## src/rtl/lcd_demo_pkg.sv

```systemverilog
// Shared definitions for the LCD CPU demo: FSM states, ALU operations and
// the width of each field packed into the displayed instruction word.
package lcd_demo_pkg;

    // Processor sequencing states; the value doubles as the LED bit position.
    typedef enum logic [1:0] {
        StFetch     = 2'd0,
        StDecode    = 2'd1,
        StExecute   = 2'd2,
        StWriteback = 2'd3
    } state_e;

    // ALU operation, taken from SWI[3:2].
    typedef enum logic [1:0] {
        OpAdd = 2'd0,
        OpSub = 2'd1,
        OpAnd = 2'd2,
        OpOr  = 2'd3
    } alu_op_e;

    // Every field of the displayed instruction is zero-extended to this width.
    localparam int unsigned FieldW = 8;

    // Width of the state one-hot on LED[3:0].
    localparam int unsigned StateOhW = 4;

endpackage

```

## src/rtl/lcd_regfile.sv

```systemverilog
// Register file for the LCD CPU demo.
// One synchronous write port and a full parallel read of every register.
// Ports:
//   clk_i    - clock
//   rst_i    - asynchronous active-high reset; register i resets to i
//   we_i     - write enable
//   waddr_i  - write address
//   wdata_i  - write data
//   regs_o   - all register contents, no added latency
module lcd_regfile #(
    parameter int unsigned NBits = 8,
    parameter int unsigned NRegs = 32,
    parameter int unsigned IdxW  = 5
) (
    input  logic                        clk_i,
    input  logic                        rst_i,
    input  logic                        we_i,
    input  logic [IdxW-1:0]             waddr_i,
    input  logic [NBits-1:0]            wdata_i,
    output logic [NRegs-1:0][NBits-1:0] regs_o
);

    logic [NRegs-1:0][NBits-1:0] regs_q;

    always_ff @(posedge clk_i or posedge rst_i) begin
        if (rst_i) begin
            for (int i = 0; i < int'(NRegs); i++) begin
                regs_q[i] <= NBits'(i);
            end
        end else if (we_i) begin
            regs_q[waddr_i] <= wdata_i;
        end
    end

    assign regs_o = regs_q;

endmodule

```

## src/rtl/lcd_cpu_demo.sv

```systemverilog
// Four-state teaching CPU whose whole datapath is exposed for an LCD.
// Each instruction reads reg[pc], reg[pc+1], writes reg[pc+2] with an ALU
// result selected by SWI[3:2], then advances pc.
// Ports:
//   clk_2, reset        - clock, asynchronous active-high reset
//   SWI                 - SWI[0] run, SWI[1] step (rising edge), SWI[3:2] ALU op
//   LED                 - one-hot FSM state on LED[3:0]
//   SEG                 - program counter
//   lcd_a / lcd_b       - retired-instruction / cycle counters
//   lcd_instruction     - {rd, rs2, rs1, op}, 8 bits per field
//   lcd_registrador     - register file contents
//   lcd_* (others)      - datapath and control taps
import lcd_demo_pkg::*;

module lcd_cpu_demo #(
    parameter int unsigned NBITS_TOP   = 8,
    parameter int unsigned NREGS_TOP   = 32,
    parameter int unsigned NBITS_LCD   = 64,
    parameter int unsigned NINSTR_BITS = 32
) (
    input  logic                                clk_2,
    input  logic                                reset,
    input  logic [NBITS_TOP-1:0]                SWI,
    output logic [NBITS_TOP-1:0]                LED,
    output logic [NBITS_TOP-1:0]                SEG,
    output logic [NBITS_LCD-1:0]                lcd_a,
    output logic [NBITS_LCD-1:0]                lcd_b,
    output logic [NINSTR_BITS-1:0]              lcd_instruction,
    output logic [NREGS_TOP-1:0][NBITS_TOP-1:0] lcd_registrador,
    output logic [NBITS_TOP-1:0]                lcd_pc,
    output logic [NBITS_TOP-1:0]                lcd_SrcA,
    output logic [NBITS_TOP-1:0]                lcd_SrcB,
    output logic [NBITS_TOP-1:0]                lcd_ALUResult,
    output logic [NBITS_TOP-1:0]                lcd_Result,
    output logic [NBITS_TOP-1:0]                lcd_WriteData,
    output logic [NBITS_TOP-1:0]                lcd_ReadData,
    output logic                                lcd_MemWrite,
    output logic                                lcd_Branch,
    output logic                                lcd_MemtoReg,
    output logic                                lcd_RegWrite
);

    localparam int unsigned IdxW = (NREGS_TOP > 1) ? $clog2(NREGS_TOP) : 1;

    state_e                         state_q, state_d;
    alu_op_e                        op_q;
    logic [NBITS_TOP-1:0]           pc_q;
    logic [NBITS_TOP-1:0]           srca_q, srcb_q, alu_q, alu_d;
    logic [NBITS_TOP-1:0]           result_q, wdata_q, rdata_q;
    logic [NINSTR_BITS-1:0]         instr_q, instr_d;
    logic                           branch_q;
    logic [NBITS_LCD-1:0]           a_q, b_q;
    logic                           swi1_q;
    logic                           step;
    logic                           go;
    logic                           reg_we;
    logic [IdxW-1:0]                rs1, rs2, rd;
    logic [NREGS_TOP-1:0][NBITS_TOP-1:0] regs;
    logic [StateOhW-1:0]            state_oh;

    // NREGS_TOP is a power of two, so truncation is the modulo.
    assign rs1 = IdxW'(pc_q);
    assign rs2 = rs1 + IdxW'(1);
    assign rd  = rs1 + IdxW'(2);

    // Step pulses are only consumed in FETCH; elsewhere they fall on the floor.
    assign step = SWI[1] & ~swi1_q;
    assign go   = SWI[0] | step;

    assign instr_d = NINSTR_BITS'({FieldW'(rd), FieldW'(rs2), FieldW'(rs1),
                                   FieldW'(SWI[3:2])});

    assign reg_we = (state_q == StWriteback);

    always_comb begin
        state_d = state_q;
        unique case (state_q)
            StFetch:     if (go) state_d = StDecode;
            StDecode:    state_d = StExecute;
            StExecute:   state_d = StWriteback;
            StWriteback: state_d = StFetch;
            default:     state_d = StFetch;
        endcase
    end

    always_comb begin
        alu_d = '0;
        unique case (op_q)
            OpAdd:   alu_d = srca_q + srcb_q;
            OpSub:   alu_d = srca_q - srcb_q;
            OpAnd:   alu_d = srca_q & srcb_q;
            OpOr:    alu_d = srca_q | srcb_q;
            default: alu_d = '0;
        endcase
    end

    always_ff @(posedge clk_2 or posedge reset) begin
        if (reset) begin
            state_q  <= StFetch;
            op_q     <= OpAdd;
            pc_q     <= '0;
            srca_q   <= '0;
            srcb_q   <= '0;
            alu_q    <= '0;
            result_q <= '0;
            wdata_q  <= '0;
            rdata_q  <= '0;
            instr_q  <= '0;
            branch_q <= 1'b0;
            a_q      <= '0;
            b_q      <= '0;
            swi1_q   <= 1'b0;
        end else begin
            state_q <= state_d;
            b_q     <= b_q + NBITS_LCD'(1);
            swi1_q  <= SWI[1];
            unique case (state_q)
                StDecode: begin
                    // Operands are captured here so later SWI changes and
                    // rd aliasing cannot disturb the instruction in flight.
                    op_q    <= alu_op_e'(SWI[3:2]);
                    srca_q  <= regs[rs1];
                    srcb_q  <= regs[rs2];
                    rdata_q <= regs[rd];
                    instr_q <= instr_d;
                end
                StExecute: begin
                    alu_q    <= alu_d;
                    branch_q <= (alu_d == '0);
                end
                StWriteback: begin
                    result_q <= alu_q;
                    wdata_q  <= alu_q;
                    pc_q     <= pc_q + NBITS_TOP'(1);
                    a_q      <= a_q + NBITS_LCD'(1);
                end
                default: ;
            endcase
        end
    end

    lcd_regfile #(
        .NBits (NBITS_TOP),
        .NRegs (NREGS_TOP),
        .IdxW  (IdxW)
    ) u_regfile (
        .clk_i   (clk_2),
        .rst_i   (reset),
        .we_i    (reg_we),
        .waddr_i (rd),
        .wdata_i (alu_q),
        .regs_o  (regs)
    );

    assign state_oh = StateOhW'(1) << state_q;

    assign LED             = NBITS_TOP'(state_oh);
    assign SEG             = pc_q;
    assign lcd_a           = a_q;
    assign lcd_b           = b_q;
    assign lcd_instruction = instr_q;
    assign lcd_registrador = regs;
    assign lcd_pc          = pc_q;
    assign lcd_SrcA        = srca_q;
    assign lcd_SrcB        = srcb_q;
    assign lcd_ALUResult   = alu_q;
    assign lcd_Result      = result_q;
    assign lcd_WriteData   = wdata_q;
    assign lcd_ReadData    = rdata_q;
    assign lcd_MemWrite    = 1'b0;
    assign lcd_Branch      = branch_q;
    assign lcd_MemtoReg    = 1'b0;
    assign lcd_RegWrite    = reg_we;

endmodule

```

## config.mk

```make
export PLATFORM = sky130hd
export DESIGN_NAME = lcd_cpu_demo
export DESIGN_NICKNAME = d
export VERILOG_FILES = /design/src/rtl/lcd_demo_pkg.sv /design/src/rtl/lcd_regfile.sv /design/src/rtl/lcd_cpu_demo.sv
export SDC_FILE = /design/constraint.sdc
export NUM_CORES = 1
export LEC_CHECK = 0
export ABC_CLOCK_PERIOD_IN_PS = 15700
export BUFFER_PORTS_ARGS = -buffer_cell sky130_fd_sc_hd__buf_4
export CAP_MARGIN = 20
export CORE_ASPECT_RATIO = 0.8
export CORE_MARGIN = 4
export CORE_UTILIZATION = 51
export CTS_CLUSTER_DIAMETER = 120
export DETAILED_ROUTE_END_ITERATION = 16
export MAX_ROUTING_LAYER = met4
export PLACE_DENSITY_LB_ADDON = 0.08
export REMOVE_ABC_BUFFERS = 1
export SETUP_SLACK_MARGIN = 0.4
export SLEW_MARGIN = 20
export SYNTH_ARGS = -nofsm -noshare
export SYNTH_HDL_FRONTEND = slang
export SYNTH_SLANG_ARGS = --single-unit
```

## constraint.sdc

```tcl
create_clock -name clk_2 -period 15.7 [get_ports clk_2]
set_input_delay 3.14 -clock clk_2 [delete_from_list [all_inputs] [get_ports clk_2]]
set_output_delay 3.14 -clock clk_2 [all_outputs]
set_load 0.005 [all_outputs]
```

# == Word-level counts from Yosys, hierarchy flattened ==
# Cells that the tools add are included.
# word_totals
inputBits,10
regBits,455
# op_classes
n_bitwise,5
magnitude_cmp,4
n_mux,12
shift,1
n_reduce_logical,4
n_addsub,7
eq_ne,7
# op_table
cell,count
256-bit bitwise mux,1
"64-bit by 1-bit adder with 64-bit output, second input constant",2
8-bit binary-select mux with 5-bit select,3
8-bit demux with 5-bit select,1
8-bit 2-to-1 mux,4
8-bit case mux with 4 select lines,1
"5-bit by 6-bit less-than comparator with 1-bit output, second input constant",3
"8-bit by 1-bit adder with 8-bit output, second input constant",1
8-bit adder,1
8-bit bitwise AND,1
"2-bit equality test, second input constant",4
8-bit zero test,1
8-bit OR,1
2-bit case mux with 4 select lines,1
8-bit subtractor,1
"5-bit by 1-bit adder with 5-bit output, second input constant",1
"5-bit by 2-bit adder with 5-bit output, second input constant",1
"5-bit by 1-bit >= comparator with 1-bit output, second input constant",1
"2-bit by 1-bit equality test with 1-bit output, second input constant",2
2-bit zero test,2
"1-bit by 2-bit left shift with 4-bit output, first input constant",1
2-bit 2-to-1 mux,1
"2-bit inequality test, second input constant",1
1-bit bitwise AND,1
3 further kinds,3

# == Depth between registers and ports, before layout ==
# Gate-level depths: netlist of run 1.
# logic_depth
depth_word,6
depth_mapped,12
mapped_depth_nobuf,11

# == Cells and area by module ==
# Synthesis of run 1 repeated with hierarchy kept, for this count alone.
# unflattened
cells_unflattened,1745
area_unflattened_um2,24935.2
# modules_own_cells
mod,area_per_inst_um2,n_inst,seq_area_each_um2,cells_each
lcd_cpu_demo,15112.0,1,4904.7,1150
lcd_regfile,9823.2,1,6506.2,595

# == Least setup slack after synthesis of run 1 ==
# OpenSTA, ideal clock, no wires.
# synth_path
path_type,reg2out
startpoint,register state_q[0]
endpoint,output port LED[3]
path_buffers,1
arrival_time_ns,0.768
setup_slack_ns,11.792
t_required_ns,12.560
path_stages_with_launch,3
path_cell_list,dfrtp_1 ha_1 buf_4
# synth_between
elab_chain_cells,1
# synth_lines
item,line,source
from (decl),lcd_cpu_demo.sv:45,"state_e state_q, state_d;"
from (signal assigned),lcd_cpu_demo.sv:99,state_q <= StFetch;
from (signal assigned),lcd_cpu_demo.sv:114,state_q <= state_d;
1-bit by 2-bit left shift with 4-bit output,lcd_cpu_demo.sv:155,assign state_oh = StateOhW'(1) << state_q;
to (decl),lcd_cpu_demo.sv:24,"output logic [NBITS_TOP-1:0] LED,"
# No other way between the ends.

# == Final worst setup path of run 1 ==
# layout_path
startpoint,"register pc_q[0], in the netlist SEG[0]"
endpoint,output port SEG[0]
# layout_rtl
item,line,source
from (decl),lcd_cpu_demo.sv:47,logic [NBITS_TOP-1:0] pc_q;
from (signal assigned),lcd_cpu_demo.sv:134,pc_q <= pc_q + NBITS_TOP'(1);
to (decl),lcd_cpu_demo.sv:25,"output logic [NBITS_TOP-1:0] SEG,"
# No word-level cell between the ends.

==> results of run 1 <==
-- layer usage --
layer  GRT usage [%]  vias to the layer above  part of all wire (%)
li1                -                     7989                     -
met1            45.7                    10018                    41
met2            47.3                      945                    45
met3            9.26                      154                    11
met4            9.11                        0                   3.2
met5               -                        -                     0
-- cell families after synthesis --
kind of cell / share of synthesized area, %
and+or+nand+nor: 8.60
adders and majority gates: 1.31
AOI/OAI and AO/OA: 3.83
xor gates and xnor gates: 4.96
other: 0.0148
muxes: 32.7
DFF: 44.9
buffers and inverters: 3.67
-- registers in the layout, summed over array words and instances (netlist names) --
name	flops
lcd_ReadData	8
lcd_ALUResult	8
state_q	2
swi1_q	1
SEG	8
lcd_a	64
lcd_WriteData	8
lcd_Branch	1
lcd_instruction	15
lcd_b	64
lcd_SrcB	8
op_q	1
lcd_SrcA	8
u_regfile.regs_o	256
-- per-stage QoR --
step	hold slack (ns)	utilization [%]	area [sq um]
5_1_grt	0.509	63.7	31100
3_3_place_gp	0.464	60.1	29400
3_5_place_dp	0.479	60.1	29400
4_1_cts	0.490	63.6	31100
6_report	0.480	63.7	31100
2_1_floorplan	0.465	-	24700
-- power by group --
part / total [mW] / leakage [nW] / internal [mW] / switching [mW]
logic: 3.28 / 7.68 / 1.56 / 1.72
registers: 1.96 / 5.78 / 1.52 / 0.444
clock network: 1.22 / 0.830 / 0.722 / 0.501
-- layout make-up --
cell class	instances	area [sq um]	area share [%]
sequential	452	11400	36.7
clock buffer	67	1440	4.61
inverter	27	109	0.350
tap	666	833	2.68
clock inverter	23	267	0.857
multi-input combinational	1298	13200	42.4
timing repair buffer	508	3850	12.4
-- cells in the mapped netlist (all sizes together), types with 5 or more instances --
cell / count / area share [%]
dfrtp: 372 / 37
and4: 13 / 0.46
xnor2: 105 / 3.6
o22ai: 10 / 0.25
o211ai: 19 / 0.56
ha: 21 / 1.0
mux2i: 85 / 3.3
clkbuf: 66 / 0.97
nor3: 17 / 0.57
and2: 9 / 0.22
nand2b: 8 / 0.20
a211oi: 11 / 0.32
nand3: 58 / 1.1
nand4: 40 / 1.2
xor2: 39 / 1.3
nand2: 108 / 1.6
dfstp: 80 / 8.3
mux4: 184 / 16
mux2: 295 / 13
a31oi: 9 / 0.22
nor2b: 14 / 0.34
inv: 25 / 0.37
a21oi: 34 / 0.67
nor2: 90 / 1.4
buf: 94 / 2.3
or2: 7 / 0.17
and3: 20 / 0.49
o221ai: 23 / 0.79
nor4: 6 / 0.34
o21ai: 10 / 0.20
o22a: 7 / 0.24
maj3: 5 / 0.20
-- worst min-delay path by stage --
stage                               start               endpoint  cells after the start
floorplan             lcd_b[63]$_DFF_PP0_    lcd_b[63]$_DFF_PP0_                      1
global placement    lcd_a[63]$_DFFE_PP0P_  lcd_a[63]$_DFFE_PP0P_                      1
detailed placement    lcd_b[59]$_DFF_PP0_    lcd_b[59]$_DFF_PP0_                      1
CTS                 lcd_a[63]$_DFFE_PP0P_  lcd_a[63]$_DFFE_PP0P_                      1
global route          lcd_b[40]$_DFF_PP0_    lcd_b[40]$_DFF_PP0_                      1
finish              lcd_a[63]$_DFFE_PP0P_  lcd_a[63]$_DFFE_PP0P_                      1
-- worst max-delay path, delay by kind of cell, from the launching register on --
| kind | cells | cell delay, ns |
|---|---|---|
| buf+inv | 2 | 0.77 |
| flops | 1 | 0.75 |
==> results.json, run 1 <==
{
  "status": "finished clean",
  "fin_nets": 2367,
  "dr.first_iter.drc_count": 1826,
  "synth_cells": 1917,
  "dpl_worst_slack_ns": 9.96,
  "cts_resized": 0,
  "mappedNetlistArea_sq_um": 25400,
  "hold_violations": 0,
  "power.density_nw_per_um2": 208,
  "final.setup_skew_ns": 0.0263,
  "drtPass1Iterations": 5,
  "period_needed_ns": 5.28,
  "h-tree-depth": 2,
  "clk_pin_slew_ns": 0.06,
  "crit_type": "reg2out",
  "reg2reg_slack_ns": 11.14,
  "post-route-period-util_pct": 33.6,
  "die_y_um": 208,
  "cp_max_fo": 30,
  "rsz0062_at_grt": "no",
  "gp_congestion": 0.951,
  "overflow": 0,
  "fmax_ghz": 0.189,
  "cts_made_buffers": 48,
  "grt_pass1_vias": 18736,
  "dp.cells": 2949,
  "syn_to_final_growth_pct": 22.4,
  "cts_buffer_depth": 3,
  "yosysWarnings": 0,
  "startpoint_type": "flip-flop",
  "tightest_slew_ns": 1.11,
  "final_layout_size_suffix_gt1_share_pct": 50.5,
  "dp.final_hpwl_um": 61000,
  "antenna_found_initial": 0,
  "clock_sinks": 452,
  "r2r-end": "lcd_SrcB[1]$_DFFE_PP0P_",
  "fillers": 3903,
  "endpoint": "SEG[0]",
  "setup_tns_ns": 0,
  "final_cells": 3041,
  "mostFrequentLayoutCell": "buf_4",
  "wirelength_um": 86400,
  "initial_utilization_pct": 52.1,
  "r2r_start": "SEG[1]$_DFFE_PP0P_",
  "cts_tree": "done",
  "setup_viol": 0,
  "ir_drop_mv": 0.144,
  "leakage_nw": 14.3,
  "async_flop_share_pct": 100,
  "postSynthAreaPerCell_sq_um": 13.3,
  "r2r_cells": 9,
  "crit_slowest_cell": "dfrtp_4",
  "ys_ff_latch": 452,
  "die_w_um": 258,
  "synth_edf_count": 0,
  "via_per_inst": 6.28,
  "worst_slack_ns": 10.42,
  "ys_seq_area_share_pct": 44.9,
  "max-slew-margin-rel_pct": 25.5,
  "ios": 502,
  "crit_path_end_kind": "output port",
  "vias": 19106,
  "crit_arrival_ns": 2.14,
  "critPathMaxStageDelay_ns": 0.75,
  "ys_types": 68,
  "synth-main-ff-cell": "dfrtp_1",
  "core-area_sq_um": 48800,
  "hold_class": "reg2reg",
  "drc_errors": 0,
  "cp-startpoint": "SEG[0]$_DFFE_PP0P_",
  "cts_root_buf": "clkbuf_16",
  "crit_top_cell": "buf_4",
  "grt_pass1_wl_um": 128000,
  "n_antenna_cell": 0,
  "ant_nets": 0,
  "io_buffers": 476,
  "path_cells": "buf_4 -> buf_4",
  "hold_buffers": 0,
  "cts_setup_buffers": 0,
  "required_ns": 12.56,
  "final_cell_mix": "buf_4, dfrtp_1, mux2_2",
  "grt_usage_pct": 32.7,
  "slew_viol_final": 0,
  "maxCapViolations": 0,
  "finalPower_mw": 6.46,
  "core.rowCount": 72,
  "grt_max_degree": 115,
  "clock_latency_ns": 0.60,
  "post_drt_wl_per_cell_um": 28.4,
  "dieArea_sq_um": 53500
}
(Power assumes the default switching activity.)
==> run 2, diff against run 1 <==
--- a/config.mk
+++ b/config.mk
@@ -5,12 +5,12 @@
 export SDC_FILE = /design/constraint.sdc
 export NUM_CORES = 1
 export LEC_CHECK = 0
-export ABC_CLOCK_PERIOD_IN_PS = 15700
+export ABC_CLOCK_PERIOD_IN_PS = 5300
 export BUFFER_PORTS_ARGS = -buffer_cell sky130_fd_sc_hd__buf_4
 export CAP_MARGIN = 20
 export CORE_ASPECT_RATIO = 0.8
 export CORE_MARGIN = 4
-export CORE_UTILIZATION = 51
+export CORE_UTILIZATION = 56
 export CTS_CLUSTER_DIAMETER = 120
 export DETAILED_ROUTE_END_ITERATION = 16
 export MAX_ROUTING_LAYER = met4
==> constraint.sdc (replaced) <==
create_clock -name clk_2 -period 5.3 [get_ports clk_2]
set_input_delay 1.06 -clock clk_2 [delete_from_list [all_inputs] [get_ports clk_2]]
set_output_delay 1.06 -clock clk_2 [all_outputs]
set_load 0.005 [all_outputs]
==> run 2 against run 1 <==
  * Total power grew to 2.9 times the previous value
  * Critical path depth grew 5
  * Critical endpoint is now lcd_SrcB[1]$_DFFE_PP0P_
  * Highest routed layer unchanged
  * Clock-buffer cell count rose by 8
==> results.json, run 2 (synthesized netlist as in run 1, its figures left out) <==
{
  "period_needed_ns": 4.00,
  "cts_root_buf": "clkbuf_16",
  "cts_setup_buffers": 0,
  "hold_buffers": 0,
  "overflow": 0,
  "dpl_worst_slack_ns": 1.30,
  "hold_violations": 0,
  "r2r_start": "SEG[0]$_DFFE_PP0P_",
  "core-area_sq_um": 44600,
  "fmax_ghz": 0.250,
  "placed_area_sq_um": 29300,
  "reg2reg_slack_ns": 1.30,
  "gp_congestion": 0.969,
  "clk_pin_slew_ns": 0.06,
  "worst_slack_ns": 1.30,
  "design_area_sq_um": 30900,
  "ir_drop_mv": 0.440,
  "leakage_nw": 14.2,
  "dieArea_sq_um": 48900,
  "required_ns": 5.72,
  "cts_made_buffers": 47,
  "via_per_inst": 6.44,
  "min_path_cells": 1,
  "status": "finished clean",
  "max-slew-margin-rel_pct": 22.2,
  "cp_max_fo": 46,
  "crit_path_end_kind": "flip-flop",
  "clock_latency_ns": 0.57,
  "core.rowCount": 69,
  "maxCapViolations": 0,
  "dr.first_iter.drc_count": 1975,
  "final_cell_mix": "buf_4, dfrtp_1, mux2_2",
  "final_layout_size_suffix_gt1_share_pct": 49.8,
  "rsz0062_at_grt": "no",
  "tightest_slew_ns": 1.16,
  "setup_viol": 0,
  "die_y_um": 199,
  "cts_resized": 0,
  "final.setup_skew_ns": 0.0213,
  "drc_errors": 0,
  "cts_tree": "done",
  "ios": 502,
  "crit_arrival_ns": 4.42,
  "seq_area_sq_um": 11400,
  "wirelength_um": 84200,
  "ant_nets": 0,
  "h-tree-depth": 2,
  "syn_to_final_growth_pct": 21.5,
  "fin_nets": 2366,
  "antenna_found_initial": 3,
  "vias": 19162,
  "startpoint_type": "flip-flop",
  "cts_buffer_depth": 3,
  "crit_type": "reg2reg",
  "hp-start": "lcd_b[63]$_DFF_PP0_",
  "largest_reg_flops": 256,
  "fillers": 3262,
  "power.density_nw_per_um2": 611,
  "slew_viol_final": 0,
  "grt_max_degree": 136,
  "grt_pass1_wl_um": 124000,
  "post-route-period-util_pct": 75.4,
  "r2r_cells": 7,
  "grt_pass1_vias": 18705,
  "drtPass1Iterations": 5,
  "mostFrequentLayoutCell": "buf_4",
  "post_drt_wl_per_cell_um": 28.3,
  "multi_input_area_sq_um": 13200,
  "r2r-end": "lcd_SrcB[1]$_DFFE_PP0P_",
  "dp.final_hpwl_um": 59300,
  "setup_tns_ns": 0,
  "hold_class": "reg2reg",
  "finalPower_mw": 18.9,
  "timing.hold.ws_ns": 0.472,
  "hold_path_end": "lcd_b[63]$_DFF_PP0_",
  "initial_utilization_pct": 57.0,
  "clock_sinks": 452,
  "grt_usage_pct": 35.0,
  "die_w_um": 246,
  "io_buffers": 476
}
==> run 2: report_power, final <==
group	internal (mW)	switching, mW	total (mW)
clock network	2.01	1.39	3.40
logic	4.65	4.88	9.53
registers	4.49	1.46	5.95
total	11.1	7.73	18.9
==> run 2: per-layer routing <==
| metal | wire length, um | vias to the layer above | global-route usage (%) |
|---|---|---|---|
| li1 | - | 8002 | - |
| met1 | 33500 | 9993 | 48.7 |
| met2 | 37700 | 1001 | 50.1 |
| met3 | 10200 | 166 | 11.1 |
| met4 | 2810 | 0 | 10.1 |
| met5 | 0 | - | - |
==> run 2: layout make-up <==
cell class,instances,share of cell area [%]
Antenna cell,1,0.00810
Clock buffer,75,4.44
Clock inverter,11,0.595
Inverter,27,0.352
Multi-Input combinational cell,1298,42.7
Sequential cell,452,37.0
Tap cell,603,2.44
Timing Repair Buffer,508,12.5
==> run 2: worst max-delay path by stage <==
stage	to	depth (start not counted)	from
after floorplan	SEG[0]$_DFFE_PP0P_	1	reset
after global placement	lcd_SrcB[1]$_DFFE_PP0P_	7	SEG[0]$_DFFE_PP0P_
after detailed placement	lcd_SrcB[1]$_DFFE_PP0P_	7	SEG[0]$_DFFE_PP0P_
after CTS	lcd_SrcB[1]$_DFFE_PP0P_	7	SEG[0]$_DFFE_PP0P_
after global routing	lcd_SrcB[3]$_DFFE_PP0P_	7	SEG[0]$_DFFE_PP0P_
final	lcd_SrcB[1]$_DFFE_PP0P_	7	SEG[0]$_DFFE_PP0P_
==> run 2: worst max-delay path, cell delays in order, from the launching register on <==
cell      delay (ns)
dfrtp_4         0.97
inv_2           0.40
ha_4            0.82
buf_4           0.37
mux4_2          0.54
mux2_2          0.27
o211ai_1        0.29
o211ai_1        0.13
==> run 2: stage by stage <==
step	std cells	util, %
global placement	2888	65.7
global route	2975	69.2
CTS	2974	69.2
finish	2975	69.2
floorplan	1777	-
detailed placement	2888	65.7
